[src/rtl/proc_control.sv]
// -----------------------------------------------------------------------------
// proc_control
//
// Multicycle control unit for the 16-bit bus-based processor. It fetches a
// 9-bit instruction from DIN and then walks the shared datapath through each
// step. Every step drives one-hot bus-source and load strobes for the register
// file, the A and G registers, and the ALU function code.
//
// Instruction word (IR[8:0]):
//   [8:6] opcode  000 mv  Rx <- Ry        100 or   Rx <- Rx | Ry
//                 001 mvi Rx <- DIN       101 slt  Rx <- Rx < Ry
//                 010 add Rx <- Rx + Ry   110 sll  Rx <- Rx << Ry
//                 011 sub Rx <- Rx - Ry   111 srl  Rx <- Rx >> Ry
//   [5:3] Rx,  [2:0] Ry
//
// Step sequence (T0 is idle/fetch):
//   mv    T1: Rout[Ry], Rin[Rx], Done
//   mvi   T1: DINout,   Rin[Rx], Done
//   alu   T1: Rout[Rx], Ain
//         T2: Rout[Ry], Gin, AluOp
//         T3: Gout,     Rin[Rx], Done
//
// Ports:
//   Clock   in   1  system clock, rising-edge
//   Reset   in   1  asynchronous, active-high; returns to T0 and clears IR
//   Run     in   1  start request, sampled only in T0
//   DIN     in  16  instruction source in T0 (bits 8:0), immediate for mvi
//   Rout    out  8  one-hot register-to-bus enable
//   Gout    out  1  G-to-bus enable
//   DINout  out  1  DIN-to-bus enable
//   Rin     out  8  one-hot register load enable (from bus)
//   Ain     out  1  A register load enable (from bus)
//   Gin     out  1  G register load enable (from ALU)
//   AluOp   out  3  ALU function code, nonzero only in T2
//   Done    out  1  single-cycle instruction-complete pulse
// -----------------------------------------------------------------------------
module proc_control (
    input  logic        Clock,
    input  logic        Reset,
    input  logic        Run,
    input  logic [15:0] DIN,
    output logic [7:0]  Rout,
    output logic        Gout,
    output logic        DINout,
    output logic [7:0]  Rin,
    output logic        Ain,
    output logic        Gin,
    output logic [2:0]  AluOp,
    output logic        Done
);

    typedef enum logic [1:0] {
        T0 = 2'd0,
        T1 = 2'd1,
        T2 = 2'd2,
        T3 = 2'd3
    } state_t;

    typedef enum logic [2:0] {
        OP_MV  = 3'b000,
        OP_MVI = 3'b001,
        OP_ADD = 3'b010,
        OP_SUB = 3'b011,
        OP_OR  = 3'b100,
        OP_SLT = 3'b101,
        OP_SLL = 3'b110,
        OP_SRL = 3'b111
    } opcode_t;

    typedef struct packed {
        opcode_t    op;
        logic [2:0] rx;
        logic [2:0] ry;
    } instr_t;

    state_t state, nstate;
    instr_t ir;

    // Only the low nine bits of DIN carry the instruction; the upper bits are
    // consumed by the datapath as immediate data, never by this block.
    logic unused_din_hi;
    assign unused_din_hi = ^DIN[15:9];

    // Register number to one-hot bus/load select.
    function automatic logic [7:0] reg_sel(input logic [2:0] r);
        return 8'b0000_0001 << r;
    endfunction

    // ALU function code for the arithmetic/logic opcodes. The mapping happens
    // to be opcode-2, but it is spelled out so the ALU encoding can move
    // independently of the instruction encoding.
    function automatic logic [2:0] alu_code(input opcode_t op);
        logic [2:0] code;
        code = 3'b000;
        case (op)
            OP_ADD:  code = 3'b000;
            OP_SUB:  code = 3'b001;
            OP_OR:   code = 3'b010;
            OP_SLT:  code = 3'b011;
            OP_SLL:  code = 3'b100;
            OP_SRL:  code = 3'b101;
            default: code = 3'b000;
        endcase
        return code;
    endfunction

    // mv and mvi finish in T1; everything else uses the A/G three-step path.
    logic is_move;
    assign is_move = (ir.op == OP_MV) || (ir.op == OP_MVI);

    // -------------------------------------------------------------------------
    // State and instruction register
    // -------------------------------------------------------------------------
    always_ff @(posedge Clock or posedge Reset) begin
        if (Reset) begin
            state <= T0;
            ir    <= '0;
        end else begin
            state <= nstate;
            // IR is written only on the fetch edge, so DIN/Run activity while
            // an instruction is in flight cannot disturb its decode.
            if (state == T0 && Run)
                ir <= instr_t'(DIN[8:0]);
        end
    end

    // -------------------------------------------------------------------------
    // Next state and Moore output decode
    // -------------------------------------------------------------------------
    // Outputs depend only on state and IR. Because Reset clears the state
    // register asynchronously, every strobe drops in the same cycle that
    // Reset rises, and T0 decodes to all-zero.
    always_comb begin
        nstate = state;
        Rout   = 8'h00;
        Gout   = 1'b0;
        DINout = 1'b0;
        Rin    = 8'h00;
        Ain    = 1'b0;
        Gin    = 1'b0;
        AluOp  = 3'b000;
        Done   = 1'b0;

        unique case (state)
            T0: begin
                if (Run)
                    nstate = T1;
            end

            T1: begin
                if (ir.op == OP_MV) begin
                    Rout   = reg_sel(ir.ry);
                    Rin    = reg_sel(ir.rx);
                    Done   = 1'b1;
                    nstate = T0;
                end else if (ir.op == OP_MVI) begin
                    DINout = 1'b1;
                    Rin    = reg_sel(ir.rx);
                    Done   = 1'b1;
                    nstate = T0;
                end else begin
                    // First operand into A.
                    Rout   = reg_sel(ir.rx);
                    Ain    = 1'b1;
                    nstate = T2;
                end
            end

            T2: begin
                // Second operand on the bus; ALU result captured in G.
                // A move never reaches T2; bail to idle defensively.
                if (is_move) begin
                    nstate = T0;
                end else begin
                    Rout   = reg_sel(ir.ry);
                    Gin    = 1'b1;
                    AluOp  = alu_code(ir.op);
                    nstate = T3;
                end
            end

            T3: begin
                // Write G back to Rx.
                if (!is_move) begin
                    Gout = 1'b1;
                    Rin  = reg_sel(ir.rx);
                    Done = 1'b1;
                end
                nstate = T0;
            end

            default: nstate = T0;
        endcase
    end

endmodule
[config.mk]
export PLATFORM = sky130hd
export DESIGN_NAME = proc_control
export DESIGN_NICKNAME = d
export VERILOG_FILES = /design/src/rtl/proc_control.sv
export SDC_FILE = /design/constraint.sdc
export NUM_CORES = 1
export LEC_CHECK = 0
export ABC_AREA = 1
export BUFFER_PORTS_ARGS = -buffer_cell sky130_fd_sc_hd__buf_2
export CAP_MARGIN = 20
export CORE_MARGIN = 2
export CORE_UTILIZATION = 52
export CTS_BUF_LIST = sky130_fd_sc_hd__clkbuf_2
export CTS_CLUSTER_DIAMETER = 80
export DETAILED_ROUTE_END_ITERATION = 7
export PLACE_DENSITY = 0.9
export REMOVE_ABC_BUFFERS = 1
export SLEW_MARGIN = 20
export SYNTH_ARGS = -nofsm -noshare
export SYNTH_HDL_FRONTEND = slang
export SYNTH_SLANG_ARGS = --single-unit
[constraint.sdc]
create_clock -name Clock -period 3.1 [get_ports Clock]
set_clock_uncertainty 0.15 [all_clocks]
set_input_delay 0.155 -clock Clock [delete_from_list [all_inputs] [get_ports Clock]]
set_output_delay 0.155 -clock Clock [all_outputs]
set_load 0.02 [all_outputs]
-- Word level (Yosys, flattened, before mapping)
Index checks and enable logic that the tools add are counted.
- register bits: 11
- input port bits: 19
- output and inout bits: 24
- logic and storage cells: 47
- multiplexer cells: 27
- reduce and logical (&&, ||, !) cells: 4
- shifts and indexed selects: 2
- eq/ne operators: 10
- operators with widths (cell ; number):
    $mux W8 ; 6
    $pmux W8 S2 ; 2
    $shl A1 B3 Y8 const A ; 2
    $pmux W3 S5 ; 1
    $eq A3 B3 Y1 const B ; 4
    $mux W1 ; 10
    $mux W2 ; 4
    $pmux W2 S4 ; 1
    $mux W3 ; 2
    $eq A2 B2 Y1 const B ; 2
    $eq A3 B1 Y1 const B ; 1
    $eq A3 B2 Y1 const B ; 1
    $logic_not A3 Y1 ; 1
    $eq A2 B1 Y1 const B ; 1
    $logic_not A2 Y1 ; 1
    $ne A2 B2 Y1 const B ; 1
    $pmux W1 S2 ; 1
    $logic_and A1 B1 Y1 ; 1
    $logic_or A1 B1 Y1 ; 1

-- Depth between registers and ports, before layout
- word-level depth: 4
- mapped depth: 7
- depth with buffers taken out: 7

-- Least setup slack after synthesis
Ideal clock, no wire load.
- path kind: flip-flop to output port
- start: reg state[0]
- end: out Rout[7]
- buffers on the path: 1
- arrival time: 1.413 ns
- required time: 2.795 ns
- cell stages (with the launch flop): 8
- path slack: 1.382 ns
- cell sequence: dfrtp_1 inv_1 ha_1 inv_1 nor2_4 buf_6 nand4_1 a21oi_1
- word-level cells in the longest chain between the ends: 2
- elaborated cells on any way between the ends: 3
- classes of those cells: eq/ne: 2; mux: 1
- RTL lines (item ; RTL line ; source):
    start, declared ; 76 ; state_t state, nstate;
    start signal, assigned ; 119 ; state <= nstate;
    $eq A2 B2 Y1 / $eq A2 B1 Y1 (equally long branches) ; 144 ; unique case (state)
    $pmux W8 S2 (*) ; 144 ;
    end, declared ; 42 ; output logic [7:0] Rout,
Mark *: on every way between the ends. The rest lies on a longest branch, timed or not.

-- Worst setup path in the final report
Ends and elaborated chain as after synthesis.

==> out/qor.yml <==
global_route:
  grt_pass1_vias: 958
  grtUsageTotal: 0.252
  grt_max_degree: 19
  grt.overflow.total: 0
  grt_pass1_wl_um: 3970
  antenna_found_initial: 0
setup_path:
  critPathRequiredTime_ns: 2.79
  worstSetupPathType: "reg2out"
  worstRegToRegCells: 5
  r2r_start: "state[0]$_DFFE_PP0P_"
  start_kind: "register"
  r2r_end: "ir[4]$_DFFE_PP0P_"
  critPathMaxFanout: 11
  rrSetupSlack_ns: 1.44
  cp-startpoint: "state[0]$_DFFE_PP0P_"
  arrival_ns: 1.81
  end_kind: "output port"
yosys:
  synth.area.top_cells: "dfrtp_1 (28%), nand2_1 (16%), nor2_1 (11%), a21oi_1 (8.6%), ha_1 (6.3%)"
  yosysSeqAreaShare: 0.279
  netlist_instances: 153
  ys.flop_type: "dfrtp_1"
  synth_cell_types: 21
  yosysTopAreaCell: "dfrtp_1"
  yosysTopAreaCellShare: 0.279
  yosysWarnings: 0
  async_reset_ff_frac: 1.00
  netlist_top_cells_count: "nand2_1 (41), nor2_1 (30), a21oi_1 (17)"
  syn_area_um2: 987
  synth_edf_count: 0
  synth_most_common_cell: "nand2_1"
  synth_seq_cells: 11
  syn-mean-instance-area_um2: 6.45
clock_tree:
  cts_setup_buffers: 0
  cts-resized-gates: 0
  clock_sinks: 11
  cts_made_buffers: 3
  path_clk_slew_ns: 0.11
  clock_tree.root_cell: "clkbuf_2"
  cts-htree-levels: 1
  hold_buffers: 6
  cts_buffer_depth: 2
  clk_latency_ns: 0.27
  cts_tree: "done"
sta:
  max_freq_mhz: 472
  fin_tns_setup_ns: 0
  period_needed_ns: 2.12
  holdWs_ns: 0.00136
  final_hold_viol_count: 0
  worst_slack_ns: 0.980
  relSlewSlack: 0.614
  rsz0062_at_grt: "no"
  maxSlewViolCount: 0
  worstMarginPinSlew_ns: 0.578
  setup_viol: 0
  fin_crit_sh: 0.684
floorplanning:
  io_pins: 43
  die_w_um: 47.6
  dieArea_mm2: 0.00226
  rows: 15
  die_h_um: 47.6
  core_area_mm2: 0.00176
  start_util: 0.560
place:
  io_buffers: 35
  placed_area_mm2: 0.00115
  gp_congestion: 0.799
  place_inst: 209
  place_ws_ns: 1.33
  post-dp-hpwl_um: 1830
power_and_ir_drop:
  worst_ir_drop_vdd_mv: 0.692
  power.share.clock: 0.079
  leakagePower_nw: 0.697
  p_sw_w: 0.000627
  pwr-share-seq: 0.275
  p_comb_frac: 0.647
  swShare: 0.581
  p_int_w: 0.000453
  power_density_mw_per_mm2: 871
hold_path:
  hold_depth: 3
  hp-start: "DIN[6]"
  hold_end: "ir[6]$_DFFE_PP0P_"
  hold_class: "in2reg"
status:
  status: "finished, final reports clean"
layout:
  area_growth_pct: 25.6
  finalNetCount: 220
  fin_area_mm2: 0.00124
  final_cells: 220
  drive_above_1_share: 0.262
  fillers: 163
  diodes: 0
route:
  num_vias: 1120
  drc: 0
  detail-route-antenna-nets: 0
  viasPerCell: 5.09
  wl_per_cell_um: 11.5
  dr.first_iter.drc_count: 26
  routed_wl_um: 2530
  dr.pass1.iters: 4
job:
  drv_cap: 0
## worst max-delay path, cell delays in order, from the launching register on
cell     delay, ns
dfrtp_1       0.42
inv_1         0.14
ha_1          0.16
inv_1         0.08
nor2_4        0.25
nand4_1       0.12
a21oi_1       0.19
buf_2         0.19
## registers in the layout, summed over array words and instances, names as in the netlist
| name | count |
|---|---|
| state | 2 |
| ir | 9 |
## layer usage
layer / up-vias / GRT usage / share of wire
li1: 564 / - / -
met1: 498 / 0.299 / 0.42
met2: 52 / 0.457 / 0.50
met3: 6 / 0.0340 / 0.063
met4: 0 / 0.0973 / 0.015
met5: - / 0 / 0
## worst max path at each step
stage | slack (ns) | cells past startpoint | endpoint
final | 0.98 | 7 | Rout[7]
after global routing | 0.86 | 7 | Rout[7]
after CTS | 1.01 | 7 | Rout[7]
after global placement | 1.39 | 7 | Rout[3]
after floorplan | 1.32 | 6 | Rout[3]
after detailed placement | 1.33 | 7 | Rout[7]
## power by group through the flow
stage	sequential (W)	clock, W	combinational (W)
6_report	0.000297	0.0000849	0.000699
5_1_grt	0.000306	0.0000982	0.000782
4_1_cts	0.000293	0.0000854	0.000692
3_5_place_dp	0.000297	0	0.000683
3_3_place_gp	0.000292	0	0.000656
2_1_floorplan	0.000280	0	0.000520
## layout make-up
type                            instances  area [µm²]  share of cell area
Clock buffer                            4        20.0              0.0161
Inverter                               20        76.3              0.0616
Multi-Input combinational cell        118         592               0.477
Sequential cell                        11         275               0.222
Tap cell                               25        31.3              0.0252
Timing Repair Buffer                   42         245               0.198
## cells by family after synthesis
logic type,Yosys count,synth area share
AOI/OAI and AO/OA,22,0.125
adders and majority gates,5,0.0634
buffers and inverters,24,0.122
DFF,11,0.279
and+or+nand+nor,91,0.411
## cell usage in the layout, fill, tap and decap left out, drive strengths merged
| cell type | count |
|---|---|
| nor2 | 32 |
| dfrtp | 11 |
| a21oi | 18 |
| nand2 | 44 |
| a22oi | 1 |
| clkinv | 1 |
| clkbuf | 4 |
| nor3 | 5 |
| ha | 5 |
| dlygate4sd3 | 7 |
| inv | 19 |
| o21ai | 3 |
| nand4 | 2 |
| nand3 | 8 |
| buf | 35 |
## stage by stage
stage / power, W / util
finish: 0.00108 / 0.703
detailed placement: 0.000980 / 0.652
global placement: 0.000949 / 0.652
global route: 0.00119 / 0.703
CTS: 0.00107 / 0.697
floorplan: 0.000801 / -
(Power assumes the default switching activity.)
